File: config.mk
export PLATFORM = sky130hd
export DESIGN_NAME = buffer_arbiter
export DESIGN_NICKNAME = d
export VERILOG_FILES = /design/src/rtl/usb_buf_pkg.sv /design/src/rtl/buffer_mem.sv /design/src/rtl/buffer_arbiter.sv
export SDC_FILE = /design/constraint.sdc
export NUM_CORES = 2
export LEC_CHECK = 0
export CORE_AREA = 2 2 460 462
export DETAILED_ROUTE_END_ITERATION = 10
export DIE_AREA = 0 0 462 464
export PLACE_DENSITY = 0.5
export SLEW_MARGIN = 20
export SYNTH_ARGS = -nofsm -noshare
export SYNTH_HDL_FRONTEND = slang
export SYNTH_SLANG_ARGS = --single-unit
File: constraint.sdc
create_clock -name clk -period 4.7 [get_ports clk]
set_input_delay 0.47 -clock clk [delete_from_list [all_inputs] [get_ports clk]]
set_output_delay 0.47 -clock clk [all_outputs]
set_load 0.005 [all_outputs]
File: src/rtl/usb_buf_pkg.sv
// Shared types and helpers for the USB/AHB byte buffer arbiter.
// Holds the arbiter state encoding, transfer size encodings, the default
// buffer depth and small helpers that turn a size code into byte counts.
package usb_buf_pkg;

    localparam int DEPTH_DEFAULT = 64;

    // AHB transfer size codes (ahb_size)
    localparam logic [1:0] SIZE_B1  = 2'd0;
    localparam logic [1:0] SIZE_B2  = 2'd1;
    localparam logic [1:0] SIZE_B4  = 2'd2;
    localparam logic [1:0] SIZE_BAD = 2'd3;

    typedef enum logic [1:0] {
        IDLE     = 2'd0,
        AHB_XFER = 2'd1,
        USB_XFER = 2'd2,
        FLUSH    = 2'd3
    } arb_state_t;

    // Number of bytes moved by a size code; the illegal code moves nothing.
    function automatic logic [2:0] bytes_of(input logic [1:0] size);
        logic [2:0] n;
        case (size)
            SIZE_B1: n = 3'd1;
            SIZE_B2: n = 3'd2;
            SIZE_B4: n = 3'd4;
            default: n = 3'd0;
        endcase
        return n;
    endfunction

    // Byte-lane enables for a transfer of n bytes starting at lane 0.
    function automatic logic [3:0] lane_mask(input logic [2:0] n);
        logic [3:0] m;
        case (n)
            3'd1:    m = 4'b0001;
            3'd2:    m = 4'b0011;
            3'd4:    m = 4'b1111;
            default: m = 4'b0000;
        endcase
        return m;
    endfunction

endpackage

File: src/rtl/buffer_mem.sv
// Byte-wide circular storage for the buffer arbiter.
// One 4-lane write port (per-lane enables) and one 4-lane asynchronous read
// port; lane i addresses base+i, wrapping modulo DEPTH.
module buffer_mem
    import usb_buf_pkg::*;
#(
    parameter int DEPTH = DEPTH_DEFAULT,
    parameter int PTR_W = 6
) (
    input  logic             clk,
    input  logic             we_i,
    input  logic [PTR_W-1:0] waddr_i,
    input  logic [31:0]      wdata_i,
    input  logic [3:0]       wbe_i,
    input  logic [PTR_W-1:0] raddr_i,
    output logic [31:0]      rdata_o
);

    logic [7:0] mem_q [DEPTH];

    // Store each enabled lane at its wrapped address; contents are not reset.
    always_ff @(posedge clk) begin
        if (we_i) begin
            for (int i = 0; i < 4; i++) begin
                if (wbe_i[i]) begin
                    mem_q[waddr_i + PTR_W'(i)] <= wdata_i[8*i +: 8];
                end
            end
        end
    end

    // Gather four consecutive bytes starting at the read pointer.
    always_comb begin
        rdata_o = '0;
        for (int i = 0; i < 4; i++) begin
            rdata_o[8*i +: 8] = mem_q[raddr_i + PTR_W'(i)];
        end
    end

endmodule

File: src/rtl/buffer_arbiter.sv
// Arbitrates an AHB port (1/2/4-byte pushes/pops) and a USB port (single
// byte pushes/pops) onto one circular byte buffer.
// Optional build macro BUF_ARB_STATS_EN adds saturating err_count and
// contention_count outputs; without it those ports and counters are absent.
module buffer_arbiter
    import usb_buf_pkg::*;
#(
    parameter int DEPTH = DEPTH_DEFAULT,
    parameter int PTR_W = 6
) (
    input  logic             clk,
    input  logic             nRst,
    input  logic             ahb_req,
    input  logic             ahb_write,
    input  logic [1:0]       ahb_size,
    input  logic [31:0]      ahb_wdata,
    output logic [31:0]      ahb_rdata,
    output logic             ahb_grant,
    output logic             ahb_err,
    input  logic             usb_req,
    input  logic             usb_write,
    input  logic [7:0]       usb_wdata,
    output logic [7:0]       usb_rdata,
    output logic             usb_grant,
    input  logic             flush,
    output logic [PTR_W:0]   occupancy,
    output logic             buf_full,
    output logic             buf_empty
`ifdef BUF_ARB_STATS_EN
    ,
    output logic [15:0]      err_count,
    output logic [15:0]      contention_count
`endif
);

    localparam logic [PTR_W:0] DEPTH_V = (PTR_W+1)'(DEPTH);

    // Keep only the low n byte lanes of a word; the rest read as zero.
    function automatic logic [31:0] keep_lanes(input logic [31:0] data, input logic [2:0] n);
        logic [3:0]  m;
        logic [31:0] r;
        m = lane_mask(n);
        r = '0;
        for (int i = 0; i < 4; i++) begin
            if (m[i]) r[8*i +: 8] = data[8*i +: 8];
        end
        return r;
    endfunction

    arb_state_t       state_q;
    logic             prio_ahb_q;
    logic             ahb_grant_q;
    logic             ahb_err_q;
    logic             usb_grant_q;
    logic [31:0]      ahb_rdata_q;
    logic [7:0]       usb_rdata_q;

    // Parameters of the transfer that commits at the end of the XFER cycle
    logic             xfer_wr_q;
    logic [2:0]       xfer_n_q;
    logic [31:0]      xfer_wdata_q;

    logic [PTR_W-1:0] wptr_q, wptr_d;
    logic [PTR_W-1:0] rptr_q, rptr_d;
    logic [PTR_W:0]   occ_q, occ_d;

    logic [31:0]      mem_rdata;
    logic [2:0]       ahb_n;
    logic [PTR_W:0]   ahb_n_w;
    logic [PTR_W:0]   free_bytes;
    logic             ahb_ok;
    logic             usb_ok;
    logic             contended;
    logic             ahb_wins;
    logic             commit;
    logic             flush_go;

    assign ahb_n      = bytes_of(ahb_size);
    assign ahb_n_w    = (PTR_W+1)'(ahb_n);
    assign free_bytes = DEPTH_V - occ_q;
    assign ahb_ok     = (ahb_size != SIZE_BAD) &&
                        (ahb_write ? (free_bytes >= ahb_n_w) : (occ_q >= ahb_n_w));
    assign usb_ok     = usb_write ? (occ_q != DEPTH_V) : (occ_q != '0);
    assign contended  = ahb_req && usb_req;
    assign ahb_wins   = ahb_req && (!usb_req || prio_ahb_q);

    // Grants only ever rise during an XFER cycle, so either one means commit.
    assign commit     = ahb_grant_q || usb_grant_q;
    assign flush_go   = (state_q == IDLE) && flush;

    buffer_mem #(
        .DEPTH (DEPTH),
        .PTR_W (PTR_W)
    ) u_mem (
        .clk     (clk),
        .we_i    (commit && xfer_wr_q),
        .waddr_i (wptr_q),
        .wdata_i (xfer_wdata_q),
        .wbe_i   (lane_mask(xfer_n_q)),
        .raddr_i (rptr_q),
        .rdata_o (mem_rdata)
    );

    // Arbiter FSM: decide in IDLE, present registered grant/err/rdata during
    // the one-cycle XFER state, then fall back to IDLE.
    always_ff @(posedge clk) begin
        if (!nRst) begin
            state_q     <= IDLE;
            prio_ahb_q  <= 1'b1;
            ahb_grant_q <= 1'b0;
            ahb_err_q   <= 1'b0;
            usb_grant_q <= 1'b0;
            ahb_rdata_q <= '0;
            usb_rdata_q <= '0;
            xfer_wr_q   <= 1'b0;
            xfer_n_q    <= '0;
        end else begin
            ahb_grant_q <= 1'b0;
            ahb_err_q   <= 1'b0;
            usb_grant_q <= 1'b0;
            ahb_rdata_q <= '0;
            usb_rdata_q <= '0;
            case (state_q)
                IDLE: begin
                    if (flush) begin
                        state_q <= FLUSH;
                    end else if (ahb_wins) begin
                        state_q      <= AHB_XFER;
                        xfer_wr_q    <= ahb_write;
                        xfer_n_q     <= ahb_n;
                        xfer_wdata_q <= ahb_wdata;
                        if (contended) prio_ahb_q <= 1'b0;
                        if (ahb_ok) begin
                            ahb_grant_q <= 1'b1;
                            if (!ahb_write) ahb_rdata_q <= keep_lanes(mem_rdata, ahb_n);
                        end else begin
                            ahb_err_q <= 1'b1;
                        end
                    end else if (usb_req) begin
                        state_q      <= USB_XFER;
                        xfer_wr_q    <= usb_write;
                        xfer_n_q     <= 3'd1;
                        xfer_wdata_q <= {24'h0, usb_wdata};
                        if (contended) prio_ahb_q <= 1'b1;
                        if (usb_ok) begin
                            usb_grant_q <= 1'b1;
                            if (!usb_write) usb_rdata_q <= mem_rdata[7:0];
                        end
                    end
                end
                default: state_q <= IDLE;
            endcase
        end
    end

    // Pointer/occupancy next state: flush clears on entry to FLUSH, a granted
    // transfer advances its pointer and occupancy at the end of its cycle.
    always_comb begin
        wptr_d = wptr_q;
        rptr_d = rptr_q;
        occ_d  = occ_q;
        if (flush_go) begin
            wptr_d = '0;
            rptr_d = '0;
            occ_d  = '0;
        end else if (commit) begin
            if (xfer_wr_q) begin
                wptr_d = wptr_q + PTR_W'(xfer_n_q);
                occ_d  = occ_q + (PTR_W+1)'(xfer_n_q);
            end else begin
                rptr_d = rptr_q + PTR_W'(xfer_n_q);
                occ_d  = occ_q - (PTR_W+1)'(xfer_n_q);
            end
        end
    end

    // Pointer/occupancy registers; reset abandons any in-flight transfer.
    always_ff @(posedge clk) begin
        if (!nRst) begin
            wptr_q <= '0;
            rptr_q <= '0;
            occ_q  <= '0;
        end else begin
            wptr_q <= wptr_d;
            rptr_q <= rptr_d;
            occ_q  <= occ_d;
        end
    end

`ifdef BUF_ARB_STATS_EN
    logic [15:0] err_cnt_q;
    logic [15:0] cont_cnt_q;

    // Saturating event counters, cleared only by reset.
    always_ff @(posedge clk) begin
        if (!nRst) begin
            err_cnt_q  <= '0;
            cont_cnt_q <= '0;
        end else begin
            if (ahb_err_q && (err_cnt_q != 16'hFFFF)) err_cnt_q <= err_cnt_q + 16'd1;
            if ((state_q == IDLE) && !flush && contended && (cont_cnt_q != 16'hFFFF))
                cont_cnt_q <= cont_cnt_q + 16'd1;
        end
    end

    assign err_count        = err_cnt_q;
    assign contention_count = cont_cnt_q;
`endif

    assign ahb_grant = ahb_grant_q;
    assign ahb_err   = ahb_err_q;
    assign usb_grant = usb_grant_q;
    assign ahb_rdata = ahb_rdata_q;
    assign usb_rdata = usb_rdata_q;
    assign occupancy = occ_q;
    assign buf_full  = (occ_q == DEPTH_V);
    assign buf_empty = (occ_q == '0);

endmodule

==> summary.md <==
| Metric | Value |
|---|---|
| Status | `finished clean` |
| Postcts setup bufs | `0` |
| Clk sinks | `619` |
| RSZ-0062 raised after global routing | `no` |
| Post-synth EDFFs | `between 500 and 600` |
| Dpl ws | `between 0.4 and 0.5 ns` |
| FF+latch count, synth | `between 600 and 700` |
| VDD IR max | `roughly 300 µV` |
| Asr flop ratio synth | `0` |
| Setup TNS | `0 ns` |
| WP data required | `5.23 ns` |
| Final Wtd Congestion | `roughly 1.1` |
| Mapped cell area | `52100 µm²` |
| Remaining DRCs | `0` |
| WL/cell | `38.0 µm` |
| Main combinational cell family by area after synthesis | `multiplexers` |
| CTS clk-pin slew, worst paths | `~0.060 ns` |
| Startpoint types | `flip-flop` |
| Critical path class | `reg -> reg` |
| Final setup fails | `0` |
| Clock Latency Late Sink | `slightly below 0.8 ns` |
| CTS tree | `done` |
| Final Critical Period | `~4.2 ns` |
| CP peak stage delay | `a little over 0.7 ns` |
| Rows | `roughly 170` |
| CTS Buf Count | `78` |
| Final Hold Viols | `0` |
| Reg2reg setup slack | `about 0.48 ns` |
| CP cell instances | `inv_1, ha_1, ha_1, o211ai_1, nor2_1, nand2_1, or2_2, and2_1, a21oi_1` |
| Post-DP HPWL | `a little over 200000 µm` |
| Syn avg cell area | `between 10 and 15 µm²` |
| Synth Area in XOR/XNOR | `0.00588` |
| F_max | `about 240 MHz` |
| Layout cell share with drive strength beyond 1 | `0.203` |
| Fraction of the mapped netlist area in adder cells | `0.00931` |
| Final #Nets | `5120` |
| Vias/cell | `between 6 and 7` |
| Most used cell, CP | `ha_1` |
| Num ports | `approximately 100` |
| Vias in the first global route | `between 40k and 50k` |
| Leakage | `20.1 nW` |
| CP Max Fanout | `10` |
| Fin util | `0.288` |
| Max Slew Vio Count | `0` |
| Number of detailed-route iterations in the first pass | `6` |
| Gr usage total | `0.271` |
| Cell family contributing the most delay on the critical path | `simple AND/OR/NAND/NOR gates` |
| Commonest non-fill, non-tap cell in the layout | `mux2i_1` |
| Initial antenna violation count | `26` |
| Yosys warnings | `0` |
| Antenna Nets Post-Route | `0` |
| Simple-gate portion of the synthesized area | `0.113` |
| Longest Clk Path Bufs | `3` |
| Critical Path AT | `about 4.8 ns` |
| Tcrit/Tclk final | `0.898` |
| Worst-Margin Slew | `1.20 ns` |
| Power Density | `~230 nW/µm²` |
| Synthesized instance count | `5072` |
| Syn nets | `5158` |
| Distinct cell type count after synthesis | `77` |
| Vias | `just over 50k` |
| # port buffers | `100` |
| Gr ovfl total | `0` |
| Slowest stage cell, crit path | `nand2_1` |
| Worst Slack Setup Final | `~0.48 ns` |
| Overall die height | `464 µm` |
| Pin count of the biggest net entering global routing | `just over 90` |
| Clk root buf | `clkbuf_16` |
| Core ar. | `209000 µm²` |
| Commonest non-fill, non-tap cells in the layout | `mux2i_1, edfxtp_1, nand2_1` |
| WP buf/inv | `1` |
| Die Wd | `about 460 µm` |
| DIE AREA | `between 200000 and 250000 µm²` |
| Seq/Total Area, Yosys | `0.342` |
| Multiplexer share of the synthesized area | `0.308` |
| Hold Buf Count CTS | `0` |
| Clk_skew | `between 0.07 and 0.08 ns` |
| Max_cap viols | `0` |
| Post-cts resize count | `0` |
| Routed WL | `about 300000 µm` |
| Wire length of the first global-routing pass | `406000 µm` |
| Initial Utilization | `0.249` |
| Area grow syn2layout | `15.5%` |
| Fill count | `~22k` |
| Primary FF master, synth | `edfxtp_1` |
| Slew HR | `0.198` |
| Setup crit end kind | `flip-flop` |
| H-tree depth | `3` |
| Synth Area in Compound Gates | `0.173` |
| First DRT Iteration DRCs | `9346` |
| Hold Path Class | `in -> reg` |
[worst reg2reg max path, cell delays in order, from the launching register on]
cell and delay, ns:
dfxtp_1 0.45, inv_1 0.34, ha_1 0.30, ha_1 0.21, o211ai_1 0.38, nor2_1 0.43, nand2_1 0.72, or2_2 0.66
and2_1 0.29, a21oi_1 0.27
[cells by family after synthesis]
logic type,Yosys count
AND/OR/NAND/NOR,1279
AO/OA/AOI/OAI,1390
buffers and inverters,615
adder cells (fa/ha/maj),37
multiplexers,1097
flip-flops,619
XOR/XNOR,35
[Yosys cell counts, drive strengths merged, types with 7 or more instances]
cell type	n	share of area
o221ai	37	0.0062
ha	34	0.0082
a31oi	17	0.0020
nor2	295	0.021
nor3b	7	0.0010
mux2i	596	0.11
nand3b	11	0.0016
edfxtp	544	0.31
o22ai	412	0.049
nand2	457	0.033
inv	29	0.0021
xor2	15	0.0025
a311oi	20	0.0034
a21o	25	0.0036
a221oi	44	0.0074
and3	94	0.011
nand2b	15	0.0018
or3	28	0.0034
a21boi	13	0.0019
o21ai	109	0.010
nor2b	25	0.0030
o31ai	99	0.014
a211oi	110	0.016
o211ai	24	0.0035
o41ai	10	0.0017
and2	75	0.0090
a22oi	26	0.0037
a311o	8	0.0015
clkbuf	386	0.028
o21a	11	0.0016
nand3	94	0.0090
o2111ai	11	0.0018
dfxtp	75	0.029
a21oi	355	0.034
mux4	397	0.17
a2111oi	20	0.0039
mux2	104	0.022
buf	196	0.017
nand4	20	0.0024
nor3	132	0.013
xnor2	20	0.0034
or2	11	0.0013
[routing by layer]
metal / part of all wire / wire, µm / global-route usage
met4: 0.065 / 19600 / 0.139
met5: 0.00067 / 202 / 0
met2: 0.40 / 120000 / 0.377
met1: 0.37 / 113000 / 0.356
met3: 0.16 / 47600 / 0.112
[state kept, by name, indices dropped and copies added (netlist names), named ones only]
name	count
u_mem.mem_q	512
ahb_rdata	32
xfer_wdata_q	32
usb_rdata	8
occupancy	7
rptr_q	6
wptr_q	6
xfer_n_q	3
state_q	2
ahb_err	1
ahb_grant	1
prio_ahb_q	1
usb_grant	1
xfer_wr_q	1
[final cells by class]
class                           count  area (µm²)  share of cell area
Tap cell                         2805        3510              0.0583
Sequential cell                   619       17900               0.297
Multi-Input combinational cell   3838       32000               0.532
Clock inverter                     40         389             0.00646
Timing Repair Buffer              464        4180              0.0695
Antenna cell                        7        17.5            0.000291
Clock buffer                      101        2070              0.0344
Inverter                           33         130             0.00216
[path summary, 6_finish.rpt]
kind / start / end / depth (start not counted)
worst max-delay path: xfer_n_q[1] / u_mem.mem_q[37][6] / 9
worst min register to register: prio_ahb_q / prio_ahb_q / 2
worst min-delay path: ahb_wdata[0] / xfer_wdata_q[0] / 3
worst max register to register: xfer_n_q[1] / u_mem.mem_q[37][6] / 9
[where the power goes]
| group | total, W | internal, W | switching, W |
|---|---|---|---|
| Sequential | 0.00602 | 0.00598 | 0.0000394 |
| Clock | 0.00623 | 0.00349 | 0.00274 |
| Combinational | 0.00141 | 0.000477 | 0.000931 |
[metrics by stage]
| stage | hold WS [ns] | power [W] | cells | cell area, µm² |
|---|---|---|---|---|
| after global routing | 0.429 | 0.0139 | 7903 | 60200 |
| after detailed placement | 0.475 | 0.00749 | 7758 | 57700 |
| after global placement | 0.464 | 0.00748 | 7758 | 57700 |
| after floorplan | 0.451 | 0.00686 | 5072 | 52100 |
| after CTS | 0.382 | 0.0136 | 7899 | 60200 |
| final | 0.414 | 0.0137 | 7907 | 60200 |
No activity file was read; power rests on OpenSTA's default activity.
